### src/rtl/rf_wb_arbiter.sv
// rtl/rf_wb_arbiter.sv - register-file write-port arbiter between the WB stage and a long-latency result FIFO
// Pipeline writes pass through combinationally; buffered results fill idle slots or force a one-cycle stall.
module rf_wb_arbiter #(
  parameter int DEPTH        = 2,
  parameter int STARVE_LIMIT = 4
) (
  input  logic        clk,
  input  logic        resetn,
  input  logic        wb_we_i,
  input  logic [4:0]  wb_rd_i,
  input  logic [31:0] wb_data_i,
  input  logic        ll_valid_i,
  input  logic [4:0]  ll_rd_i,
  input  logic [31:0] ll_data_i,
  output logic        ll_ready_o,
  output logic        stall_o,
  output logic        rf_we_o,
  output logic [4:0]  rf_rd_o,
  output logic [31:0] rf_wd_o,
  output logic        pending_o
);
  localparam int AW = $clog2(DEPTH);
  localparam int CW = $clog2(STARVE_LIMIT + 1);

  logic [4:0]       rd_q   [DEPTH];
  logic [31:0]      data_q [DEPTH];
  logic [DEPTH-1:0] vld_q, vld_d, vld_n;
  logic [AW:0]      wp_q, wp_d, rp_q, rp_d, count;
  logic [CW-1:0]    cnt_q, cnt_d;
  logic             stall_q, stall_d;

  logic          full, pending, head_ok, pw, fifo_gnt, pipe_gnt, store, clr, found;
  logic [AW-1:0] head;
  logic [AW:0]   idx;

  // Invariant: after every edge the entry at rp_q is valid or the FIFO is empty,
  // so the head needs no scan; the scan below trims leading dead entries instead.
  always_comb begin
    full     = (wp_q[AW-1:0] == rp_q[AW-1:0]) && (wp_q[AW] != rp_q[AW]);
    count    = wp_q - rp_q;
    head     = rp_q[AW-1:0];
    pending  = |vld_q;
    head_ok  = vld_q[head];
    pw       = wb_we_i && (wb_rd_i != 5'd0) && !stall_q;
    fifo_gnt = head_ok && (stall_q || !pw);
    pipe_gnt = pw;

    ll_ready_o = resetn && !full;
    rf_we_o    = resetn && (pipe_gnt || fifo_gnt);
    rf_rd_o    = fifo_gnt ? rd_q[head]   : wb_rd_i;
    rf_wd_o    = fifo_gnt ? data_q[head] : wb_data_i;
    pending_o  = pending;
    stall_o    = stall_q;

    // Entries surviving this edge: drop the popped head and anything the pipeline overwrites.
    for (int i = 0; i < DEPTH; i++) begin
      vld_n[i] = vld_q[i]
                 && !(pipe_gnt && (rd_q[i] == wb_rd_i))
                 && !(fifo_gnt && (AW'(i) == head));
    end

    rp_d  = wp_q;
    found = 1'b0;
    idx   = rp_q;
    for (int k = 0; k < DEPTH; k++) begin
      idx = rp_q + (AW+1)'(k);
      if (!found && ((AW+1)'(k) < count) && vld_n[idx[AW-1:0]]) begin
        rp_d  = idx;
        found = 1'b1;
      end
    end

    store = ll_valid_i && ll_ready_o && (ll_rd_i != 5'd0)
            && !(pipe_gnt && (ll_rd_i == wb_rd_i));
    wp_d  = wp_q + (AW+1)'(store);
    vld_d = vld_n;
    if (store) vld_d[wp_q[AW-1:0]] = 1'b1;

    clr     = stall_q || fifo_gnt || !pending;
    cnt_d   = clr ? '0 : ((cnt_q == CW'(STARVE_LIMIT)) ? cnt_q : cnt_q + CW'(1));
    stall_d = !clr && (cnt_q == CW'(STARVE_LIMIT - 1));
  end

  always_ff @(posedge clk or negedge resetn) begin
    if (!resetn) begin
      vld_q   <= '0;
      wp_q    <= '0;
      rp_q    <= '0;
      cnt_q   <= '0;
      stall_q <= 1'b0;
    end else begin
      vld_q   <= vld_d;
      wp_q    <= wp_d;
      rp_q    <= rp_d;
      cnt_q   <= cnt_d;
      stall_q <= stall_d;
    end
  end

  always_ff @(posedge clk) begin
    if (store) begin
      rd_q[wp_q[AW-1:0]]   <= ll_rd_i;
      data_q[wp_q[AW-1:0]] <= ll_data_i;
    end
  end
endmodule

### config.mk
export PLATFORM = sky130hd
export DESIGN_NAME = rf_wb_arbiter
export DESIGN_NICKNAME = d
export VERILOG_FILES = /design/src/rtl/rf_wb_arbiter.sv
export SDC_FILE = /design/constraint.sdc
export NUM_CORES = 1
export LEC_CHECK = 0
export ABC_AREA = 1
export CORE_AREA = 2 2 103 80
export CTS_BUF_LIST = sky130_fd_sc_hd__clkbuf_4
export CTS_CLUSTER_SIZE = 24
export DETAILED_ROUTE_END_ITERATION = 12
export DIE_AREA = 0 0 105 82
export HOLD_SLACK_MARGIN = 0.02
export MAX_ROUTING_LAYER = met4
export PLACE_DENSITY = 0.9
export REMOVE_ABC_BUFFERS = 1
export SYNTH_ARGS = -nofsm -noshare
export SYNTH_HDL_FRONTEND = slang
export SYNTH_SLANG_ARGS = --single-unit
### constraint.sdc
create_clock -name clk -period 3.8 [get_ports clk]
set_input_delay 1.14 -clock clk [delete_from_list [all_inputs] [get_ports clk]]
set_output_delay 1.14 -clock clk [all_outputs]
set_load 0.03 [all_outputs]
==> out/results.tsv, run 1 <==
stage	metric	value	unit
drt	first_pass_iters	4	
floorplanning	rows	28	
critical_path	reg2reg_depth	8	
timing	setup-tns-final	0	ns
critical_path	crit_slowest_cell	nor2_4	
finish	syn_to_final_growth	38.6	%
yosys	syn_avg_cell_area	11.7	um^2
clocking	clk_latency	0.43	ns
yosys	syn_inst	328	
global_routing	first_global_vias	3142	
clocking	cts_tree	done	
clocking	cts_buffer_depth	2	
placement	pre_cts_ws	-0.115	ns
global_routing	grt_max_degree	37	
finish	layout-drive-gt1-share	20.3	%
yosys	synth-simple-area-share	16.3	%
flow_run	drv_cap	0	
yosys	ys.warnings.count	0	
status	outcome	finished, final reports clean	
global_routing	grt-ovfl-total	0	
critical_path	crit_path_end_kind	output port	
global_routing	antenna_found_initial	0	
drt	via_count	2892	
timing	setup_viol	0	
critical_path	path_max_fanout	8	
placement	io_buffer_count	118	
pwr	p_seq_share	36.8	%
yosys	synth_top_family_by_area	simple AND/OR/NAND/NOR gates	
floorplanning	chipWidth	105	um
pwr	clkPwrFrac	14.1	%
floorplanning	die_y	82	um
timing	tightest_slew	0.368	ns
placement	place_congestion	0.931	
timing	finalCritPeriodShare	95.5	%
yosys	synth_xor_xnor_area_share	4.05	%
timing	hold_viol	0	
timing	slew_viol_final	0	
floorplanning	die-area	8610	um^2
timing	max_freq	276	MHz
worst_hold_path	hold_end	vld_q[0]	
critical_path	cp.arrival	2.49	ns
timing	min_period	3.63	ns
critical_path	critPathTopFamily	buffers and inverters	
yosys	seq_area_frac_synth	64.6	%
drt	ant_nets	0	
global_routing	grt_usage	22.7	%
critical_path	r2r_setup_slack	1.60	ns
drt	drcViolationCount	0	
finish	antennaDiodeCount	0	
critical_path	path_buf_inv	5	
placement	dp_hpwl	6470	um
yosys	syn_area	3830	um^2
critical_path	critPathLaunchType	primary input	
pwr	p_comb_share	49.2	%
floorplanning	core-area	7640	um^2
critical_path	reg2reg_to	data_q[0][21]	
drt	wirelength	8770	um
clocking	numCtsBuffers	9	
drt	drt-vias-per-instance	5.05	
pwr	p_leak	2.20	nW
yosys	synth-compound-area-share	7.74	%
drt	first_iter_violations	143	
pwr	power.internal	0.00208	W
finish	multiInputGateArea	1170	um^2
critical_path	r2r-start	rp_q[0]	
yosys	ys_seq_elements	84	
timing	layout_setup_ws	0.173	ns
clocking	clock-sinks	84	
clocking	clkTransAtPathRegs	0.12	ns
worst_hold_path	min_from	wp_q[0]	
worst_hold_path	hold_path_class	reg2reg	
yosys	synth_adder_area_share	1.96	%
timing	rsz0062_at_grt	no	
critical_path	path_cells	dlygate4sd2_1 > inv_1 > nor2_2 > nand2_4 > nand3_4 > inv_4 > nor2_4 > buf_6 > nand2_2 > o211ai_1 > buf_4	
finish	fill_cells	572	
critical_path	cp.required	2.66	ns
worst_hold_path	min_path_cells	1	
yosys	netlist-cell-type-count	32	
pwr	p_switching	0.00146	W
finish	fin_nets	548	
floorplanning	initial_core_util	50.1	%
timing	fin_skew	0.00725	ns
pwr	p_per_area	667	nW/um^2
critical_path	slowest_delay	0.21	ns
floorplanning	io-pin-count	119	
clocking	ctsHtreeMaxLevel	3	
clocking	root_buffer	clkbuf_4	
pwr	max-vdd-ir-drop	0.343	mV
yosys	synthMuxAreaShare	0	%
finish	ff_latch_area	2470	um^2
pwr	power.share.switching	41.2	%
critical_path	path_class	in2out	
drt	avgRoutedWirePerCell	15.3	um
yosys	synth_top_area_share	58.0	%
timing	whs	0.570	ns
global_routing	grt_pass1_wl	14600	um
yosys	synthTopCellsByArea	edfxtp_1, nand2_1, dfrtp_1	
yosys	yosys.area.top_type	edfxtp_1	
timing	relSlewSlack	75.4	%
## synth_stat cells, drive strengths merged
master and n:
nand2 109, inv 23, or2 1, o211ai 1
xor2 14, o2111ai 1, edfxtp 74, nand4 2
o21ai 2, nor4 1, xnor2 2, nand2b 1
nand3 15, a21oi 3, a22oi 33, a21boi 1
nand3b 1, clkinv 1, ha 6, nor2 12
dfrtp 10, buf 15
## power by group through the flow
stage / sequential (W) / combinational (W) / clock [W]
floorplan: 0.00130 / 0.00103 / 0
global placement: 0.00130 / 0.00165 / 0
detailed placement: 0.00132 / 0.00170 / 0
CTS: 0.00130 / 0.00175 / 0.000517
global route: 0.00132 / 0.00190 / 0.000546
finish: 0.00130 / 0.00174 / 0.000498
## layout by cell type (no fill, tap or decap), drive strengths merged, types with 2 or more instances in the layout
cell type	synthesis	final
a21oi	3	3
a22oi	33	33
buf	15	61
clkbuf	0	9
clkdlybuf4s50	0	73
clkinv	1	2
clkinvlp	0	3
dfrtp	10	10
dlygate4sd2	0	6
edfxtp	74	74
ha	6	6
inv	23	24
nand2	109	109
nand3	15	15
nand4	2	2
nor2	12	12
o21ai	2	2
xnor2	2	2
xor2	14	14
## cell type report
| class | count | area share, % |
|---|---|---|
| flip-flops and latches | 84 | 46.6 |
| repair buffers | 140 | 24.6 |
| multi-input cells | 205 | 22.1 |
| well taps | 105 | 2.47 |
| inverters | 24 | 1.79 |
| clock buffers | 9 | 1.27 |
| clock inverters | 6 | 1.23 |
## cells by family (layout without fill, tap and decap cells)
group | count (synthesis) | count (layout)
buffers and inverters | 39 | 179
AO/OA/AOI/OAI | 41 | 41
AND/OR/NAND/NOR | 142 | 142
flip-flops | 84 | 84
adder cells (fa/ha/maj) | 6 | 6
XOR/XNOR | 16 | 16
## state kept, by name (all words and copies together), names as in the netlist
register,cells
rp_q,2
rd_q,10
vld_q,2
wp_q,2
stall_o,1
data_q,64
cnt_q,3
## per-layer routing
metal,wire (um),vias to the layer above,GRT usage (%),share of wire [%]
li1,-,1410,-,-
met1,3590,1356,25.6,41
met2,4480,116,41.2,51
met3,591,10,6.03,6.7
met4,103,0,5.33,1.2
met5,0,-,-,0
## stage by stage
| step | total power [W] | area (um^2) | cells | util, % |
|---|---|---|---|---|
| finish | 0.00354 | 5310 | 573 | 69.5 |
| global route | 0.00376 | 5310 | 573 | 69.5 |
| CTS | 0.00357 | 5310 | 573 | 69.5 |
| detailed placement | 0.00302 | 5120 | 556 | 67.1 |
| global placement | 0.00295 | 5120 | 556 | 67.1 |
| floorplan | 0.00232 | 3720 | 313 | - |
## worst max path at each step
stage,from,end,slack (ns),depth (start not counted)
after detailed placement,wb_we_i,rf_wd_o[25],-0.11,10
final,wb_we_i,rf_rd_o[0],0.17,11
after floorplan,wb_rd_i[0],rf_we_o,-0.16,7
after global placement,wb_we_i,rf_wd_o[3],-0.04,10
after CTS,wb_rd_i[2],rf_wd_o[19],0.17,10
after global routing,wb_we_i,rf_rd_o[0],0.04,11
## timing repair
action,CTS,global route
hold buffers,0,0
setup buffers,2,0
endpoints found under the setup margin,37,0
gates resized for setup,18,0
Note: power is estimated with default switching activity, not from simulation.
==> run 2, diff against run 1 <==
--- a/config.mk
+++ b/config.mk
@@ -8,6 +8,7 @@
 export ABC_AREA = 1
 export CORE_AREA = 2 2 103 80
 export CTS_BUF_LIST = sky130_fd_sc_hd__clkbuf_4
+export CTS_CLUSTER_DIAMETER = 200
 export CTS_CLUSTER_SIZE = 24
 export DETAILED_ROUTE_END_ITERATION = 12
 export DIE_AREA = 0 0 105 82
==> results of run 2 <==
Final layout, timing and power as in run 1 (identical DEF).
==> run 3, diff against run 2 <==
--- a/config.mk
+++ b/config.mk
@@ -16,6 +16,7 @@
 export MAX_ROUTING_LAYER = met4
 export PLACE_DENSITY = 0.9
 export REMOVE_ABC_BUFFERS = 1
+export SKIP_LAST_GASP = 1
 export SYNTH_ARGS = -nofsm -noshare
 export SYNTH_HDL_FRONTEND = slang
 export SYNTH_SLANG_ARGS = --single-unit
==> results of run 3 <==
Final layout, timing and power as in run 1 (identical DEF).
